--- config.mk ---
export PLATFORM = sky130hd
export DESIGN_NAME = acc_exec_ctrl_flat
export DESIGN_NICKNAME = d
export VERILOG_FILES = /design/src/rtl/acc_exec_ctrl_if.sv /design/src/rtl/acc_exec_ctrl.sv /design/src/flat_wrapper.sv
export SDC_FILE = /design/constraint.sdc
export NUM_CORES = 1
export LEC_CHECK = 0
export BUFFER_PORTS_ARGS = -buffer_cell sky130_fd_sc_hd__buf_2
export CORE_MARGIN = 1.5
export CORE_UTILIZATION = 50
export CTS_CLUSTER_SIZE = 40
export DETAILED_ROUTE_END_ITERATION = 12
export GPL_TIMING_DRIVEN = 0
export PLACE_DENSITY_LB_ADDON = 0.08
export SETUP_SLACK_MARGIN = 0.02
export SYNTH_ARGS = -nofsm -noshare
export SYNTH_HDL_FRONTEND = slang
export SYNTH_SLANG_ARGS = --single-unit
--- constraint.sdc ---
create_clock -name clk -period 2.7 [get_ports clk]
set_clock_uncertainty 0.2 [all_clocks]
set_input_delay 0.54 -clock clk [delete_from_list [all_inputs] [get_ports clk]]
set_output_delay 0.54 -clock clk [all_outputs]
set_load 0.01 [all_outputs]
--- src/rtl/acc_exec_ctrl_if.sv ---
// ---------------------------------------------------------------------------
// acc_exec_ctrl_if
//   Handshaked instruction/data memory bus between the accumulator sequencer
//   and the shared memory.
//
//   mem_req   : request, held until mem_ack
//   mem_we    : 1 = write, 0 = read (valid while mem_req)
//   mem_addr  : memory address (ADDR_W bits)
//   mem_wdata : store data
//   mem_rdata : read data, valid in the cycle mem_ack is high
//   mem_ack   : one-cycle completion strobe
//
//   master : the sequencer (acc_exec_ctrl)
//   slave  : the memory
// ---------------------------------------------------------------------------
interface acc_exec_ctrl_if #(
  parameter int ADDR_W = 4,
  parameter int DATA_W = 8
);
  logic              mem_req;
  logic              mem_we;
  logic [ADDR_W-1:0] mem_addr;
  logic [DATA_W-1:0] mem_wdata;
  logic [DATA_W-1:0] mem_rdata;
  logic              mem_ack;

  modport master (
    output mem_req, mem_we, mem_addr, mem_wdata,
    input  mem_rdata, mem_ack
  );

  modport slave (
    input  mem_req, mem_we, mem_addr, mem_wdata,
    output mem_rdata, mem_ack
  );
endinterface

--- src/rtl/acc_exec_ctrl.sv ---
// ---------------------------------------------------------------------------
// acc_exec_ctrl
//   Multicycle control sequencer for the 8-bit accumulator datapath.
//   Fetches an instruction over the memory bus, decodes it, fetches a memory
//   operand when needed, drives the external combinational ALU for one EXEC
//   cycle and performs stores. Owns PC, IR, ACC and the operand register.
//
//   Ports:
//     clk, rst     : clock (rising edge), asynchronous active-high reset
//     mem_if       : memory bus master (req/we/addr/wdata out, rdata/ack in)
//     alu_op       : 001 add, 010 sub, 011 and, 100 or, 000 otherwise
//     alu_en       : high only in EXEC
//     alu_operand  : operand presented to the ALU
//     alu_result   : combinational ALU result (acc op alu_operand)
//     acc, pc      : architectural accumulator and program counter
//     halted       : high once a HLT has been executed
//     zero         : z flag (only with ACC_BRANCH_EN)
//
//   Optional feature macro: ACC_BRANCH_EN
//     Adds the z flag, JMP (opcode C), JZ (opcode D) and the zero port.
//     Without it, opcodes C and D execute as NOP.
// ---------------------------------------------------------------------------
module acc_exec_ctrl #(
  parameter int ADDR_W = 4,
  parameter int DATA_W = 8   // opcode is [7:4], operand [3:0]: keep at 8
) (
  input  logic               clk,
  input  logic               rst,
  acc_exec_ctrl_if.master    mem_if,
  output logic [2:0]         alu_op,
  output logic               alu_en,
  output logic [DATA_W-1:0]  alu_operand,
  input  logic [DATA_W-1:0]  alu_result,
  output logic [DATA_W-1:0]  acc,
  output logic [ADDR_W-1:0]  pc,
  output logic               halted
`ifdef ACC_BRANCH_EN
  ,
  output logic               zero
`endif
);

  typedef enum logic [2:0] {
    S_FETCH,
    S_DECODE,
    S_MEM_RD,
    S_EXEC,
    S_MEM_WR,
    S_HALT
  } state_t;

  typedef enum logic [3:0] {
    OP_NOP  = 4'h0,
    OP_ADD  = 4'h1,
    OP_SUB  = 4'h2,
    OP_AND  = 4'h3,
    OP_OR   = 4'h4,
    OP_ADDI = 4'h5,
    OP_SUBI = 4'h6,
    OP_ANDI = 4'h7,
    OP_ORI  = 4'h8,
    OP_LDA  = 4'h9,
    OP_STA  = 4'hA,
    OP_LDI  = 4'hB,
    OP_JMP  = 4'hC,
    OP_JZ   = 4'hD,
    OP_RSV  = 4'hE,
    OP_HLT  = 4'hF
  } opcode_t;

  state_t            state_q, state_d;
  logic [ADDR_W-1:0] pc_q, pc_d;
  logic [DATA_W-1:0] ir_q, ir_d;
  logic [DATA_W-1:0] acc_q, acc_d;
  logic [DATA_W-1:0] opnd_q, opnd_d;

  opcode_t           opcode;
  logic [3:0]        imm;

  assign opcode = opcode_t'(ir_q[7:4]);
  assign imm    = ir_q[3:0];

`ifdef ACC_BRANCH_EN
  logic z_q, z_d;
  assign zero = z_q;
`endif

  // -------------------------------------------------------------------------
  // State and datapath registers
  // -------------------------------------------------------------------------
  // NOTE: sequential state uses non-blocking assignments only, so every flop
  // samples the values computed by the combinational block for this cycle.
  always_ff @(posedge clk or posedge rst) begin
    if (rst) begin
      state_q <= S_FETCH;
      pc_q    <= '0;
      ir_q    <= '0;
      acc_q   <= '0;
      opnd_q  <= '0;
`ifdef ACC_BRANCH_EN
      z_q     <= 1'b0;
`endif
    end else begin
      state_q <= state_d;
      pc_q    <= pc_d;
      ir_q    <= ir_d;
      acc_q   <= acc_d;
      opnd_q  <= opnd_d;
`ifdef ACC_BRANCH_EN
      z_q     <= z_d;
`endif
    end
  end

  // -------------------------------------------------------------------------
  // Next-state and register update logic
  // -------------------------------------------------------------------------
  // NOTE: every variable gets its hold value before the case statement, so
  // paths that do not assign it cannot infer a latch.
  always_comb begin
    state_d = state_q;
    pc_d    = pc_q;
    ir_d    = ir_q;
    acc_d   = acc_q;
    opnd_d  = opnd_q;

    unique case (state_q)
      S_FETCH: begin
        if (mem_if.mem_ack) begin
          ir_d    = mem_if.mem_rdata;
          pc_d    = pc_q + ADDR_W'(1);   // wraps naturally at 2^ADDR_W
          state_d = S_DECODE;
        end
      end

      S_DECODE: begin
        case (opcode)
          OP_ADD, OP_SUB, OP_AND, OP_OR, OP_LDA: state_d = S_MEM_RD;
          OP_STA:                                state_d = S_MEM_WR;
          OP_ADDI, OP_SUBI, OP_ANDI, OP_ORI: begin
            opnd_d  = DATA_W'(imm);
            state_d = S_EXEC;
          end
          OP_LDI: begin
            acc_d   = DATA_W'(imm);
            state_d = S_FETCH;
          end
          OP_HLT:                                state_d = S_HALT;
`ifdef ACC_BRANCH_EN
          OP_JMP: begin
            pc_d    = ADDR_W'(imm);
            state_d = S_FETCH;
          end
          OP_JZ: begin
            if (z_q) pc_d = ADDR_W'(imm);
            state_d = S_FETCH;
          end
`endif
          default:                               state_d = S_FETCH;
        endcase
      end

      S_MEM_RD: begin
        if (mem_if.mem_ack) begin
          if (opcode == OP_LDA) begin
            acc_d   = mem_if.mem_rdata;
            state_d = S_FETCH;
          end else begin
            opnd_d  = mem_if.mem_rdata;
            state_d = S_EXEC;
          end
        end
      end

      S_EXEC: begin
        acc_d   = alu_result;
        state_d = S_FETCH;
      end

      S_MEM_WR: begin
        if (mem_if.mem_ack) state_d = S_FETCH;
      end

      S_HALT: state_d = S_HALT;

      default: state_d = S_FETCH;
    endcase
  end

`ifdef ACC_BRANCH_EN
  // z follows only actual accumulator writes; it is not simply acc == 0,
  // because after reset acc is 0 while z is 0.
  always_comb begin
    z_d = z_q;
    if ((state_q == S_EXEC) ||
        (state_q == S_DECODE && opcode == OP_LDI) ||
        (state_q == S_MEM_RD && opcode == OP_LDA && mem_if.mem_ack))
      z_d = (acc_d == '0);
  end
`endif

  // -------------------------------------------------------------------------
  // Outputs: pure decodes of registered state, stable while a request waits
  // -------------------------------------------------------------------------
  always_comb begin
    // The reset state is FETCH, but no request may be visible while rst is
    // held, so a late ack during reset finds mem_req low.
    mem_if.mem_req   = ((state_q == S_FETCH) || (state_q == S_MEM_RD) ||
                        (state_q == S_MEM_WR)) && !rst;
    mem_if.mem_we    = (state_q == S_MEM_WR);
    mem_if.mem_addr  = (state_q == S_FETCH) ? pc_q : ADDR_W'(imm);
    mem_if.mem_wdata = acc_q;

    alu_en      = (state_q == S_EXEC);
    alu_operand = opnd_q;
    alu_op      = 3'b000;
    if (state_q == S_EXEC) begin
      case (opcode)
        OP_ADD, OP_ADDI: alu_op = 3'b001;
        OP_SUB, OP_SUBI: alu_op = 3'b010;
        OP_AND, OP_ANDI: alu_op = 3'b011;
        OP_OR,  OP_ORI:  alu_op = 3'b100;
        default:         alu_op = 3'b000;
      endcase
    end

    halted = (state_q == S_HALT);
    acc    = acc_q;
    pc     = pc_q;
  end

endmodule
--- src/flat_wrapper.sv ---
// flat-port wrapper written by rule: the top's interface ports become plain ports
module acc_exec_ctrl_flat 
#(
  parameter int ADDR_W = 4,
  parameter int DATA_W = 8                                               
)
  (clk, rst, alu_op, alu_en, alu_operand, alu_result, acc, pc, halted, mem_if_mem_req, mem_if_mem_we, mem_if_mem_addr, mem_if_mem_wdata, mem_if_mem_rdata, mem_if_mem_ack);
  acc_exec_ctrl_if #(.ADDR_W(ADDR_W), .DATA_W(DATA_W)) mem_if_i ();
  input  logic clk;
  input  logic rst;
  output logic [2:0] alu_op;
  output logic alu_en;
  output logic [DATA_W-1:0] alu_operand;
  input  logic [DATA_W-1:0] alu_result;
  output logic [DATA_W-1:0] acc;
  output logic [ADDR_W-1:0] pc;
  output logic halted;
  output wire logic [$bits(mem_if_i.mem_req)-1:0] mem_if_mem_req;
  output wire logic [$bits(mem_if_i.mem_we)-1:0] mem_if_mem_we;
  output wire logic [$bits(mem_if_i.mem_addr)-1:0] mem_if_mem_addr;
  output wire logic [$bits(mem_if_i.mem_wdata)-1:0] mem_if_mem_wdata;
  input wire logic [$bits(mem_if_i.mem_rdata)-1:0] mem_if_mem_rdata;
  input wire logic [$bits(mem_if_i.mem_ack)-1:0] mem_if_mem_ack;
  assign mem_if_mem_req = mem_if_i.mem_req;
  assign mem_if_mem_we = mem_if_i.mem_we;
  assign mem_if_mem_addr = mem_if_i.mem_addr;
  assign mem_if_mem_wdata = mem_if_i.mem_wdata;
  assign mem_if_i.mem_rdata = mem_if_mem_rdata;
  assign mem_if_i.mem_ack = mem_if_mem_ack;
  acc_exec_ctrl #(.ADDR_W(ADDR_W), .DATA_W(DATA_W)) u_core (.clk(clk), .rst(rst), .mem_if(mem_if_i), .alu_op(alu_op), .alu_en(alu_en), .alu_operand(alu_operand), .alu_result(alu_result), .acc(acc), .pc(pc), .halted(halted));
endmodule
## Word level (Yosys, flattened, before mapping)

Memories as Yosys holds them, arrays and structs flattened.
Index checks and enable logic that the tools add are counted.

- Register bits: 31
- Memory bits (read-only): 48
- Output and inout port bits: 39
- Logic and storage cells: 60
- Memories kept: 1

- $add $sub $neg: 1
- Equality and inequality tests: 24
- Mux-type cells: 16
- Reduce and logical (&&, ||, !) cells: 13

Memories:

| memory | words | bits a word | read ports | clocked after memory_dff | wr ports | line | RTL |
|---|---|---|---|---|---|---|---|
| (no name shown) | 16 | 3 | 1 | 0 | 0 | acc_exec_ctrl.sv:218 | `case (opcode)` |

Operators with widths:

| cell | number |
|---|---|
| 8-bit 2-to-1 mux | 6 |
| 8-bit case mux with 3 select lines | 1 |
| 4-bit == test (second input constant) | 5 |
| 4-bit by 3-bit == test with 1-bit output (second input constant) | 4 |
| 8-bit case mux with 2 select lines | 1 |
| 3-bit case mux with 5 select lines | 1 |
| 3-bit 2-to-1 mux | 4 |
| 3-bit case mux with 4 select lines | 1 |
| 4-bit by 2-bit == test with 1-bit output (second input constant) | 2 |
| 2-bit != test (second input constant) | 4 |
| 4-bit AND reduction | 2 |
| 3-bit by 2-bit == test with 1-bit output (second input constant) | 2 |
| 3-bit == test (second input constant) | 2 |
| 2-bit by 1-bit != test with 1-bit output (second input constant) | 3 |
| 5-bit OR reduction | 1 |
| 4-bit by 1-bit adder with 4-bit output (second input constant) | 1 |
| 4-bit by 1-bit == test with 1-bit output (second input constant) | 1 |
| 4-bit 2-to-1 mux | 1 |
| 4-bit OR reduction | 1 |
| 3-bit by 1-bit == test with 1-bit output (second input constant) | 1 |
| 3-bit logical NOT | 1 |
| 3-bit AND reduction | 1 |
| 3-bit nonzero test | 1 |
| 1-bit logical OR | 2 |
| 5 further kinds | 5 |

## Longest topological paths before layout

- Word-level depth: 4
- Depth in mapped cells: 6
- Mapped depth without buffers: 5

## Worst setup path after synthesis

Ideal clock, no wire load.

- Path kind: reg-to-reg
- Start point: reg u_core.ir_q[6]
- End point: reg u_core.opnd_q[0], in the netlist u_core.alu_operand[0]
- Arrival time: 1.579 ns
- Required time: 2.375 ns
- Setup slack: 0.796 ns
- Cell stages (with the launch flop): 6
- Buffers on the path: 1
- Path through: dfrtp_1 > buf_6 > nor4b_2 > o21ba_2 > o31ai_4 > mux2_2

- Longest elaborated chain between the ends: 4
- Elaborated cells between the ends (all ways): 9

RTL lines:

| what | line | RTL |
|---|---|---|
| start: declaration | acc_exec_ctrl.sv:73 | `logic [DATA_W-1:0] ir_q, ir_d;` |
| start signal: assignment | acc_exec_ctrl.sv:106 | `ir_q <= ir_d;` |
| 4-bit by 3-bit == test with 1-bit output or 4-bit == test (tied branches) | acc_exec_ctrl.sv:137 | `case (opcode)` |
| 4-bit OR reduction | acc_exec_ctrl.sv:137 |  |
| 2-bit by 1-bit != test with 1-bit output (no line) | - |  |
| 4-bit AND reduction (no line) * | - |  |
| end signal: assignment | acc_exec_ctrl.sv:108 | `opnd_q <= opnd_d;` |
| end: declaration | acc_exec_ctrl.sv:75 | `logic [DATA_W-1:0] opnd_q, opnd_d;` |

Mark *: on every way between the ends. The rest lies on a longest branch, timed or not.
A chain may end at the register's enable or synchronous reset.

## Worst setup path in the final report

- Start point: reg u_core.state_q[2]
- End point: out alu_op[2]

- Longest elaborated chain between the ends: 2

RTL lines:

| what | line | RTL |
|---|---|---|
| start: declaration | acc_exec_ctrl.sv:71 | `state_t state_q, state_d;` |
| start signal: assignment | acc_exec_ctrl.sv:104 | `state_q <= state_d;` |
| 3-bit by 2-bit == test with 1-bit output | acc_exec_ctrl.sv:217 | `if (state_q == S_EXEC) begin` |
| 3-bit 2-to-1 mux | acc_exec_ctrl.sv:217 |  |
| end: declaration | flat_wrapper.sv:11 | `output logic [2:0] alu_op;` |

Every way passes these cells.

==> run metrics <==
status finished, final reports clean; initial antenna violation count 0; Required @ worst endpoint 1.96 ns; Tcrit/Tclk final 88.45%; most used cell along the critical path inv_1; synth unique cells 38; register area share after synthesis 44.03%; Via density 5.313; switching power 1.152 mW; Layout area overhead 22.66%; Slowest-stage cell, CP dfrtp_1; Core Box Area 3363 um2; fmax 0.4187 GHz; post-synthesis cell count 155; hold buffers post-CTS 0; LEAKAGE 1.072 nW; global route overflow 0; Critical Path Source Type register; routed wl met3 217 um; Die W 62.36 um; non-filler cells, final 265; drt drc 0; Clock H-tree levels 2; Sw Share 40.77%; synth top area cells dfrtp_1, mux2_2, buf_4; Yosys Warn Count 0; Final Critical Period 2.388 ns; Post-Syn Area 1762 um2; n_diodes 0; largest stage delay on the critical path 0.38 ns; I/O pin cnt 58; routed length per instance 14.82 um; DP Wirelength 2.847 mm; Yosys reg bits 31; Pint 1.674 mW; final wirelength 3.926 mm; Worst-Skew Late Latency 0.33 ns; Max rail drop VDD 0.0006917 V; syn nets 175; Tightest Pin Transition 1.194 ns; Top FF cell, synth dfrtp_1; CP endpoint kind output port; FF+latch area 775.7 um2; Worst EP arrival 1.65 ns; Final Max Slew Viols 0; share of cells above drive strength 1 52.05%; RSZ-0062 raised after global routing no; top sig layer met4; IO buf count 57; Flop pwr share 30.9%; Final nets 239; combinational group share of total power 59.1%; area of the multi-input gates 842.1 um2; share of the synthesized area in the top cell type 44.03%; largest net degree at the start of global routing 32; first-pass iteration count of the detailed router 4; worst-path fanout max 10; post-CTS sizing 0; Final Util 64.25%; TritonCTS clock tree done; Post-Place Cells 258; slew margin rel. 20.30%; All-Layer GR Usage 21.74%; pwr dens 1308 nW/um2; placement row count 21; first-pass GRT wire length 6.582 mm; CTS Buf Count 5; max_cap viols 0; Synth async-reset ratio 100.0%; CTS Root Cell clkbuf_4; Clk pin slew, worst setup/hold paths 0.09 ns; HP Class in2reg; mean post-synth cell area 11.37 um2; hold violation count in the final report 0; Initial Utilization 52.38%; hold_ws 0.2388 ns; clock sink total 31; Die Y 62.36 um; Clock power frac 9.9%; postcts setup bufs 0; M1 wire length 1.701 mm; Fillers 307; full die area 3889 um2; post-route ant nets 0; EDFF count, synth 0; TNS Setup 0 ns; DR vias 1408; Synth area leader dfrtp_1; setup violators final 0; vias in the first global route 1340; gpl congestion 0.8801; crit-path cells buf_6, inv_1, nand3_1, inv_1, and3_1, buf_2; WS Path Type reg2out; CTS max path bufs 2; DR iter-0 viols 100; met2 routed WL 1.940 mm
[flip-flops by register name, summed over array words and instances, names as in the netlist]
name / cells
u_core.state_q: 3
u_core.acc: 8
u_core.alu_operand: 8
u_core.ir_q: 8
u_core.pc: 4
[worst max-delay path: cells and delay by family (launching register included)]
family | cells | cell delay (ns)
buffers and inverters | 4 | 0.60
flip-flops | 1 | 0.38
AND/OR/NAND/NOR | 2 | 0.33
[cell type report]
type / instances / share of cell area [%]
Clock buffer: 6 / 2.374
Timing Repair Buffer: 57 / 13.20
Clock inverter: 1 / 0.2316
Inverter: 6 / 1.042
Buffer: 17 / 5.617
Sequential cell: 31 / 35.90
Tap cell: 46 / 2.664
Multi-Input combinational cell: 101 / 38.97
[placed cells by master, fill, tap and decap left out, drive strengths merged, types with 3 or more instances in the layout]
cell and count:
mux2i 4, a22o 8, a21oi 3, dfrtp 31, mux2 28, nand2 12
o21ai 11, inv 6, clkbuf 7, buf 73, nor3 3, xnor2 3
[synth_stat cells, drive strengths merged (2+ instances only)]
cell	number
nand4	2
xnor2	3
inv	6
dfrtp	31
mux2	28
nand2	12
a22o	8
nor2	2
nor3b	2
nor3	3
buf	16
o21ai	11
and3	2
a21oi	3
mux2i	4
xor2	2
a211oi	2
nand3	2
nand2b	2
and2	2
[metrics by stage]
stage	worst slack [ns]	power, mW	area, um2
after detailed placement	0.4343	2.564	2105
after global routing	0.2033	3.048	2161
after floorplan	0.7960	2.063	1762
after CTS	0.2888	2.847	2161
final	0.3117	2.826	2161
after global placement	0.4855	2.516	2105
[cells by family after synthesis]
| logic type | count (synthesis) | synth area share, % |
|---|---|---|
| buf+inv | 23 | 8.167 |
| mux | 32 | 20.17 |
| compound gates | 29 | 12.71 |
| flops | 31 | 44.03 |
| simple gates | 34 | 11.72 |
| fa+ha+maj | 1 | 0.7101 |
| xor+xnor | 5 | 2.486 |
[routing by layer]
layer / track usage (%) / vias up
met5: 0 / -
met1: 27.91 / 679
met4: 6.667 / 0
li1: - / 679
met2: 35.46 / 42
met3: 6.703 / 8
[power groups by stage]
stage	sequential (mW)	clock [mW]	combinational, mW
6_report	0.874	0.280	1.67
5_1_grt	0.906	0.310	1.83
4_1_cts	0.875	0.287	1.69
3_5_place_dp	0.882	0	1.68
3_3_place_gp	0.866	0	1.65
2_1_floorplan	0.926	0	1.14
[final timing paths]
kind / from / to / slack, ns / cells after the start
max in group asynchronous: rst / u_core.alu_operand[6] / 1.27 / 2
min reg2reg: u_core.alu_operand[5] / u_core.alu_operand[5] / 0.30 / 1
max: u_core.state_q[2] / alu_op[2] / 0.31 / 6
min: mem_if_mem_rdata[4] / u_core.ir_q[4] / 0.24 / 3
min in group asynchronous: rst / u_core.acc[7] / 0.32 / 2
max reg2reg: u_core.state_q[2] / u_core.alu_operand[0] / 0.45 / 5
Note: power is estimated with default switching activity, not from simulation.
